File: config.mk
export PLATFORM = sky130hd
export DESIGN_NAME = alu_seq_unit
export DESIGN_NICKNAME = d
export VERILOG_FILES = /design/src/rtl/alu_seq_unit.sv
export SDC_FILE = /design/constraint.sdc
export NUM_CORES = 1
export LEC_CHECK = 0
export ABC_AREA = 0
export CELL_PAD_IN_SITES_DETAIL_PLACEMENT = 2
export CELL_PAD_IN_SITES_GLOBAL_PLACEMENT = 2
export CORE_MARGIN = 1.5
export CORE_UTILIZATION = 37
export DETAILED_ROUTE_END_ITERATION = 10
export PLACE_DENSITY = 0.87
export SYNTH_ARGS = -nofsm -noshare
export SYNTH_HDL_FRONTEND = slang
export SYNTH_SLANG_ARGS = --single-unit
File: constraint.sdc
create_clock -name clk -period 5.3 [get_ports clk]
set_input_delay 1.325 -clock clk [delete_from_list [all_inputs] [get_ports clk]]
set_output_delay 1.325 -clock clk [all_outputs]
set_load 0.03 [all_outputs]
File: src/rtl/alu_seq_unit.sv
// Handshaked ALU: single-cycle ADD/SUB/logic, iterative shift-add MUL and restoring DIV.
// Build option ALU_SEQ_MUL_EARLY_TERM_EN: MUL stops once the remaining multiplier bits are zero.
module alu_seq_unit #(
   parameter int unsigned WIDTH = 19
) (
   input  logic             clk,
   input  logic             rst,
   input  logic             in_valid,
   output logic             in_ready,
   input  logic [WIDTH-1:0] A,
   input  logic [WIDTH-1:0] B,
   input  logic [3:0]       sel,
   output logic             out_valid,
   input  logic             out_ready,
   output logic [WIDTH-1:0] Out,
   output logic             N,
   output logic             Z,
   output logic             V,
   output logic             C
);

   localparam int unsigned CntW = $clog2(WIDTH);

   localparam logic [3:0] OpAnd  = 4'b0000;
   localparam logic [3:0] OpOr   = 4'b0001;
   localparam logic [3:0] OpXor  = 4'b0010;
   localparam logic [3:0] OpPass = 4'b0011;
   localparam logic [3:0] OpAdd  = 4'b0100;
   localparam logic [3:0] OpSub  = 4'b0101;
   localparam logic [3:0] OpDiv  = 4'b0110;
   localparam logic [3:0] OpMul  = 4'b0111;

   typedef enum logic [1:0] {StIdle, StMul, StDiv, StDone} state_e;

   state_e               state_q, state_d;
   logic [CntW-1:0]      cnt_q, cnt_d;
   logic [2*WIDTH-1:0]   mcand_q, mcand_d;
   logic [2*WIDTH-1:0]   prod_q, prod_d;
   logic [WIDTH-1:0]     b_q, b_d;
   logic [WIDTH-1:0]     rem_q, rem_d;
   logic [WIDTH-1:0]     quo_q, quo_d;
   logic [WIDTH-1:0]     out_q, out_d;
   logic                 n_q, n_d, z_q, z_d, v_q, v_d, c_q, c_d;

   // Single-cycle datapath, evaluated on the live request operands
   logic [WIDTH:0]       sum, diff;
   logic [WIDTH-1:0]     sc_res;
   logic                 sc_c, sc_v;

   always_comb begin
      sum    = {1'b0, A} + {1'b0, B};
      diff   = {1'b0, A} - {1'b0, B};
      sc_res = '0;
      sc_c   = 1'b0;
      sc_v   = 1'b0;
      case (sel)
         OpAnd:  sc_res = A & B;
         OpOr:   sc_res = A | B;
         OpXor:  sc_res = A ^ B;
         OpPass: sc_res = B;
         OpAdd: begin
            sc_res = sum[WIDTH-1:0];
            sc_c   = sum[WIDTH];
            sc_v   = (A[WIDTH-1] == B[WIDTH-1]) && (sum[WIDTH-1] != A[WIDTH-1]);
         end
         OpSub: begin
            sc_res = diff[WIDTH-1:0];
            sc_c   = ~diff[WIDTH];
            sc_v   = (A[WIDTH-1] != B[WIDTH-1]) && (diff[WIDTH-1] != A[WIDTH-1]);
         end
         default: sc_res = '0;
      endcase
   end

   // One iteration of each multi-cycle algorithm
   logic [2*WIDTH-1:0]   prod_nxt;
   logic [WIDTH:0]       trial;
   logic [WIDTH-1:0]     rem_shift, rem_nxt, quo_nxt;
   logic                 cnt_last, mul_fin;

   always_comb begin
      prod_nxt  = prod_q + (b_q[0] ? mcand_q : '0);
      rem_shift = {rem_q[WIDTH-2:0], quo_q[WIDTH-1]};
      trial     = {rem_q, quo_q[WIDTH-1]} - {1'b0, b_q};
      rem_nxt   = trial[WIDTH] ? rem_shift : trial[WIDTH-1:0];
      quo_nxt   = {quo_q[WIDTH-2:0], ~trial[WIDTH]};
      cnt_last  = (cnt_q == CntW'(WIDTH - 1));
`ifdef ALU_SEQ_MUL_EARLY_TERM_EN
      mul_fin   = ((b_q >> 1) == '0);
`else
      mul_fin   = cnt_last;
`endif
   end

   logic                 load;
   logic [WIDTH-1:0]     res;
   logic                 res_c, res_v;

   always_comb begin
      state_d   = state_q;
      cnt_d     = cnt_q;
      mcand_d   = mcand_q;
      prod_d    = prod_q;
      b_d       = b_q;
      rem_d     = rem_q;
      quo_d     = quo_q;
      load      = 1'b0;
      res       = '0;
      res_c     = 1'b0;
      res_v     = 1'b0;
      in_ready  = (state_q == StIdle);
      out_valid = (state_q == StDone);

      unique case (state_q)
         StIdle: begin
            if (in_valid) begin
               b_d   = B;
               cnt_d = '0;
               if (sel == OpMul) begin
                  mcand_d = {{WIDTH{1'b0}}, A};
                  prod_d  = '0;
                  state_d = StMul;
               end else if (sel == OpDiv && B != '0) begin
                  rem_d   = '0;
                  quo_d   = A;
                  state_d = StDiv;
               end else if (sel == OpDiv) begin
                  load    = 1'b1;
                  res     = '1;
                  res_v   = 1'b1;
                  state_d = StDone;
               end else begin
                  load    = 1'b1;
                  res     = sc_res;
                  res_c   = sc_c;
                  res_v   = sc_v;
                  state_d = StDone;
               end
            end
         end
         StMul: begin
            mcand_d = mcand_q << 1;
            b_d     = b_q >> 1;
            prod_d  = prod_nxt;
            cnt_d   = cnt_q + CntW'(1);
            if (mul_fin) begin
               load    = 1'b1;
               res     = prod_nxt[WIDTH-1:0];
               res_c   = |prod_nxt[2*WIDTH-1:WIDTH];
               res_v   = |prod_nxt[2*WIDTH-1:WIDTH];
               state_d = StDone;
            end
         end
         StDiv: begin
            rem_d = rem_nxt;
            quo_d = quo_nxt;
            cnt_d = cnt_q + CntW'(1);
            if (cnt_last) begin
               load    = 1'b1;
               res     = quo_nxt;
               state_d = StDone;
            end
         end
         StDone: begin
            if (out_ready) state_d = StIdle;
         end
         default: state_d = StIdle;
      endcase

      out_d = load ? res : out_q;
      n_d   = load ? res[WIDTH-1] : n_q;
      z_d   = load ? (res == '0) : z_q;
      v_d   = load ? res_v : v_q;
      c_d   = load ? res_c : c_q;
   end

   always_ff @(posedge clk) begin
      if (rst) begin
         state_q <= StIdle;
         cnt_q   <= '0;
         mcand_q <= '0;
         prod_q  <= '0;
         b_q     <= '0;
         rem_q   <= '0;
         quo_q   <= '0;
         out_q   <= '0;
         n_q     <= 1'b0;
         z_q     <= 1'b0;
         v_q     <= 1'b0;
         c_q     <= 1'b0;
      end else begin
         state_q <= state_d;
         cnt_q   <= cnt_d;
         mcand_q <= mcand_d;
         prod_q  <= prod_d;
         b_q     <= b_d;
         rem_q   <= rem_d;
         quo_q   <= quo_d;
         out_q   <= out_d;
         n_q     <= n_d;
         z_q     <= z_d;
         v_q     <= v_d;
         c_q     <= c_d;
      end
   end

   assign Out = out_q;
   assign N   = n_q;
   assign Z   = z_q;
   assign V   = v_q;
   assign C   = c_q;

endmodule

; ---- Word-level counts from Yosys, hierarchy flattened
; Index checks and enable logic that the tools add are counted.
; Widths: inputs -> output; s select.
[classes]
add_sub_neg = 5
eq_ne = 21
mux = 52
n_bitwise = 5
reduce_logical = 17
[ops]
columns = operator, count
row1 = $mux 19, 14
row2 = $mux 38, 5
row3 = $pmux 38 s2, 2
row4 = $pmux 19 s2, 3
row5 = $pmux 19 s6, 1
row6 = $pmux 19 s3, 1
row7 = $add 38x38->38, 1
row8 = $add 19x19->20, 1
row9 = $sub 19x19->20, 1
row10 = $sub 20x19->20, 1
row11 = $and 19x19->19, 1
row12 = $logic_not 19->1, 1
row13 = $or 19x19->19, 1
row14 = $reduce_bool 19->1, 1
row15 = $reduce_or 19->1, 1
row16 = $xor 19x19->19, 1
row17 = $eq 4x3->1 const B, 4
row18 = $mux 1, 14
row19 = $pmux 1 s2, 5
row20 = $pmux 5 s2, 1
row21 = $eq 4x2->1 const B, 2
row22 = $mux 2, 4
row23 = $ne 2x1->1 const B, 4
row24 = $pmux 2 s3, 1
row25 = 18 further kinds, 29
[word_totals]
register_bits = 163
inputBits = 46

; ---- Longest topological paths before layout
[logic_depth]
depth_word = 9
ltp_mapped = 17

; ---- Worst setup path after synthesis
; No wires, ideal clock.
[synth_timing]
path_type = input port to flip-flop
start = input A[1]
end = register z_q (netlist: Z)
setup_ns = 0.060
arrival_time_ns = 4.109
required_ns = 5.240
path_slack_ns = 1.131
stages = 13
path_buffers = 0
cell_sequence = inv_1 ha_1 o21ba_2 nor4_1 nor4b_1 or2_2 o41ai_1 o41a_1 a21oi_1 xnor2_1 o211ai_1 a222oi_1 a41o_1
[synth_via]
elab_chain_cells = 8
[synth_rtl]
columns = element, line
row1 = start: declaration, 10  ; input logic [WIDTH-1:0] A,
row2 = "$sub 19x19->20, or another cell as far along", 52  ; diff = {1'b0, A} - {1'b0, B};
row3 = $pmux 19 s6 *, 56  ; case (sel)
row4 = $mux 19 *, 127  ; end else if (sel == OpDiv) begin
row5 = $mux 19 *, 123  ; end else if (sel == OpDiv && B != '0) begin
row6 = $mux 19 *, 119  ; if (sel == OpMul) begin
row7 = $mux 19 *, 116  ; if (in_valid) begin
row8 = $pmux 19 s3 *, 114  ; unique case (state_q)
row9 = $logic_not 19->1 *, 172  ; z_d = load ? (res == '0) : z_q;
row10 = end signal: assignment, 201  ; z_q <= z_d;
row11 = end: declaration, 43  ; logic n_q, n_d, z_q, z_d, v_q, v_d, c_q, c_d;
; Every way passes the cells marked *; elsewhere a longest branch is shown, timed or not.
; A chain may end at the register's enable or synchronous reset.

; ---- Worst setup path in the final report
[layout_timing]
start = input A[6]
end = register out_q[17] (netlist: Out[17])
[layout_via]
elab_chain_cells = 7
[layout_rtl]
columns = element, line
row1 = $sub 19x19->20 or $add 19x19->20 (tied branches), "52, 51"
row2 = $pmux 19 s6 *, 56
row3 = $mux 19 *, 127
row4 = $mux 19 *, 123
row5 = $mux 19 *, 119
row6 = $mux 19 *, 116
row7 = $pmux 19 s3 *, 114
row8 = end signal: assignment, 199  ; out_q <= out_d;
row9 = end: declaration, 42  ; logic [WIDTH-1:0] out_q, out_d;
; Marks and branches as above.

==> summary.md <==
| Metric | Value |
|---|---|
| PortBufs | `70` |
| Worst setup SP type | `primary input` |
| Crit Path Max Fanout | `5` |
| HP Start | `mcand_q[27]$_SDFFE_PP0P_` |
| Most used DFF post-synth | `dfxtp_1` |
| Core Box Area | `about 0.036 sq mm` |
| Hold path cells | `2` |
| Die area | `roughly 0.037 sq mm` |
| Skew-Pair Late Insertion Delay | `0.46 ns` |
| Outcome | `finished, final reports clean` |
| Initial core utilization | `0.375` |
| Sw Ratio | `0.453` |
| Max Fclk | `199 MHz` |
| Initial antenna violation count | `1` |
| Root buffer selected by CTS | `clkbuf_16` |
| Post-CTS Setup Bufs | `0` |
| Total number of vias | `between 10000 and 15000` |
| Post-CTS resize count | `0` |
| Drt pass-1 iters | `5` |
| Critical path arrival | `about 5.3 ns` |
| DRC viols | `0` |
| Area Growth Syn to Fin | `15.0%` |
| Drt wl/cell | `about 25 um` |
| NumNets Final | `1946` |
| DRT iter0 DRCs | `approximately 850` |
| Max-slew violation count | `0` |
| Clk_skew | `about 0.016 ns` |
| Final Critical Period | `between 5 and 6 ns` |
| CP top delay family | `compound AO/OA/AOI/OAI gates` |
| Power Density | `between 300 and 400 mW/mm^2` |
| Max VDD drop | `approximately 0.26 mV` |
| DP HPWL | `42600 um` |
| Largest stage delay, worst path | `between 0.6 and 0.7 ns` |
| Hold Path Class | `reg2reg` |
| Slew @ Worst Pin | `about 1.0 ns` |
| Reg2reg end | `rem_q[11]$_SDFFE_PP0P_` |
| #FFs+latches synth | `162` |
| R2r setup slk | `slightly below 0.5 ns` |
| Yosys warns | `0` |
| Crit path cell chain | `clkdlybuf4s50_1, ha_1, nor3b_1, a211o_1, nor4b_1, or2_2, o41ai_1, buf_4, o41a_1, a21oi_1, xnor2_1, o211ai_1, a222oi_1, a211oi_1` |
| Antenna viol nets, final | `0` |
| EDFF count, synth | `0` |
| Worst setup EP type | `flip-flop` |
| FILL cells | `slightly above 4000` |
| Sequential power share | `0.295` |
| Clk sinks | `~160` |
| Worst R2R Path Depth | `14` |
| Reg2reg start | `b_q[0]$_SDFFE_PP0P_` |
| Aggregate global-route resource usage | `0.309` |
| Vias in the first global route | `~15000` |
| Synth Instances | `1711` |
| Crit path buf inv count | `2` |
| Max-Cap Viols | `0` |
| Pin count of the biggest net entering global routing | `85` |
| H-tree Lvls | `4` |
| DP Cell Count | `about 2200` |
| Slowest cell on the critical path | `nor4b_1` |
| Net Count, Synth | `1883` |
| Clk pwr share | `0.233` |
| Internal | `~2.9 mW` |
| Clock buffer depth | `2` |
| CP Launch Point | `A[6]` |
| Hold slack | `roughly 0.48 ns` |
| Hold Fails Final Rpt | `0` |
| Die width | `just under 200 um` |
| # rows | `69` |
| Vert. Die Dim | `193 um` |
| First-pass GRT wire length | `about 90000 um` |
| Routed WL | `56900 um` |
| Period utilization | `0.947` |
| RD Place Congestion | `slightly below 1` |
| Share of cells above drive strength 1 | `0.0890` |
| Reg clk slew, reported paths | `around 0.07 ns` |
| Num CTS Buffers | `17` |
| IO Count | `between 70 and 80` |
| Mapped cell area | `between 0.01 and 0.015 sq mm` |
| LEAKAGE | `6.18 nW` |
| Unrepaired setup endpoints after global routing | `false` |
| GR Overflow Total | `0` |
| Switch Pwr | `around 2.4 mW` |
| Max-slew headroom | `0.299` |
| Asr flop ratio synth | `0` |
| Critical Path RT | `5.59 ns` |
| Final instance area | `roughly 0.015 sq mm` |
| Drt via density | `slightly above 6` |
| Logic pwr share | `0.472` |
| Worst Path Class, Setup | `in2reg` |
| Setup Viol. Count Final | `0` |
| Register area share after synthesis | `0.243` |
| Placed inst area | `0.0148 sq mm` |
| Setup_tns | `0 ns` |
| Mean Syn Cell Area | `7.81 sq um` |
| Library cells used by synthesis | `92` |
| CTS tree | `yes` |
| Post-CTS Hold Buffers | `0` |
| Cell Count, Final, Fillers Out | `between 2000 and 2500` |
| Min-Delay Endpoint | `mcand_q[27]$_SDFFE_PP0P_` |
==> cell type report <==
class	count	area, sq um	area share
Antenna cell	1	2.50	0.000163
Clock buffer	17	425	0.0277
Clock inverter	15	119	0.00774
Inverter	102	383	0.0249
Multi-Input combinational cell	1343	9330	0.607
Sequential cell	162	3240	0.211
Tap cell	461	577	0.0375
Timing Repair Buffer	148	1280	0.0836
==> registers in the layout, summed over array words and instances, names as in the netlist <==
name / cells
quo_q: 19
b_q: 19
Z: 1
V: 1
state_q: 2
mcand_q: 38
rem_q: 19
C: 1
cnt_q: 5
Out: 19
prod_q: 38
==> cell usage after synthesis, types with 12 or more instances <==
library cell | number | area (sq um)
nor2_1 | 201 | 754
a221oi_1 | 13 | 114
nand4_1 | 15 | 93.8
a2bb2oi_1 | 20 | 175
a211oi_1 | 81 | 608
nand3_1 | 35 | 175
and3_1 | 12 | 75.1
inv_1 | 102 | 383
clkbuf_1 | 79 | 297
a22oi_1 | 34 | 255
nand2_1 | 118 | 443
o21ai_0 | 75 | 375
nor4_1 | 12 | 75.1
nand2b_1 | 14 | 87.6
dfxtp_1 | 162 | 3240
xor2_1 | 20 | 175
o211ai_1 | 18 | 135
ha_1 | 122 | 1530
a21oi_1 | 115 | 576
a31oi_1 | 18 | 113
or3_1 | 16 | 100
nor3_1 | 30 | 150
and2_1 | 43 | 269
xnor2_1 | 46 | 403
nor2b_1 | 15 | 93.8
a21o_1 | 27 | 203
mux2i_1 | 72 | 721
==> through the flow <==
step,total power [mW],util,worst slack (ns)
5_1_grt,5.58,0.432,0.134
4_1_cts,5.31,0.432,0.286
2_1_floorplan,3.18,-,1.13
3_5_place_dp,4.03,0.416,-0.238
3_3_place_gp,3.85,0.416,0.0743
6_report,5.31,0.432,0.281
==> cell families (layout without fill, tap and decap cells) <==
family	after synthesis	count (layout)	share of synthesized area
fa+ha+maj	126	126	0.120
buf+inv	206	282	0.0632
compound gates	522	522	0.274
mux	73	73	0.0548
xor+xnor	66	66	0.0433
simple gates	556	556	0.202
other cells	0	1	0
flops	162	162	0.243
==> how the worst max path moves through the flow <==
stage                     cells past startpoint                   end  slack (ns)
after detailed placement                     17        Z$_SDFFE_PP0P_       -0.24
after global routing                         17        Z$_SDFFE_PP0P_        0.13
after global placement                       16        Z$_SDFFE_PP0P_        0.07
after floorplan                              13        Z$_SDFFE_PP0P_        1.13
final                                        14  Out[17]$_SDFFE_PP0P_        0.28
after CTS                                    17        Z$_SDFFE_PP0P_        0.29
==> layer usage <==
| metal | up-vias | wire length, um | GRT usage |
|---|---|---|---|
| met5 | - | 8 | 0 |
| met4 | 2 | 2390 | 0.134 |
| met3 | 125 | 2500 | 0.0552 |
| met2 | 363 | 28500 | 0.549 |
| met1 | 6950 | 23500 | 0.365 |
| li1 | 6327 | - | - |
==> power groups by stage <==
| stage | clock network [mW] | registers [mW] | logic [mW] |
|---|---|---|---|
| 2_1_floorplan | 0 | 1.59 | 1.59 |
| 3_3_place_gp | 0 | 1.57 | 2.28 |
| 3_5_place_dp | 0 | 1.59 | 2.44 |
| 4_1_cts | 1.26 | 1.56 | 2.49 |
| 5_1_grt | 1.30 | 1.58 | 2.69 |
| 6_report | 1.24 | 1.57 | 2.51 |
==> cell usage in the layout, fill, tap and decap left out, types with 17 or more instances in the layout <==
cell type | synthesis | routed
a21o_1 | 27 | 27
nand2_1 | 118 | 117
a21oi_1 | 115 | 114
and2_1 | 43 | 43
ha_1 | 122 | 121
nor3_1 | 30 | 30
a22oi_1 | 34 | 34
o211ai_1 | 18 | 18
a211oi_1 | 81 | 81
buf_4 | 3 | 79
inv_1 | 102 | 102
o21ai_0 | 75 | 73
nand3_1 | 35 | 35
xor2_1 | 20 | 20
a2bb2oi_1 | 20 | 20
clkbuf_16 | 0 | 17
clkdlybuf4s50_1 | 0 | 69
a31oi_1 | 18 | 18
mux2i_1 | 72 | 72
xnor2_1 | 46 | 46
nor2_1 | 201 | 200
dfxtp_1 | 162 | 162
==> tightest hold or removal path, cell delays in order, from the launching register on <==
cell     delay (ns)
dfxtp_1        0.32
nand2_1        0.06
a21oi_1        0.05
No activity file was read; power rests on OpenSTA's default activity.
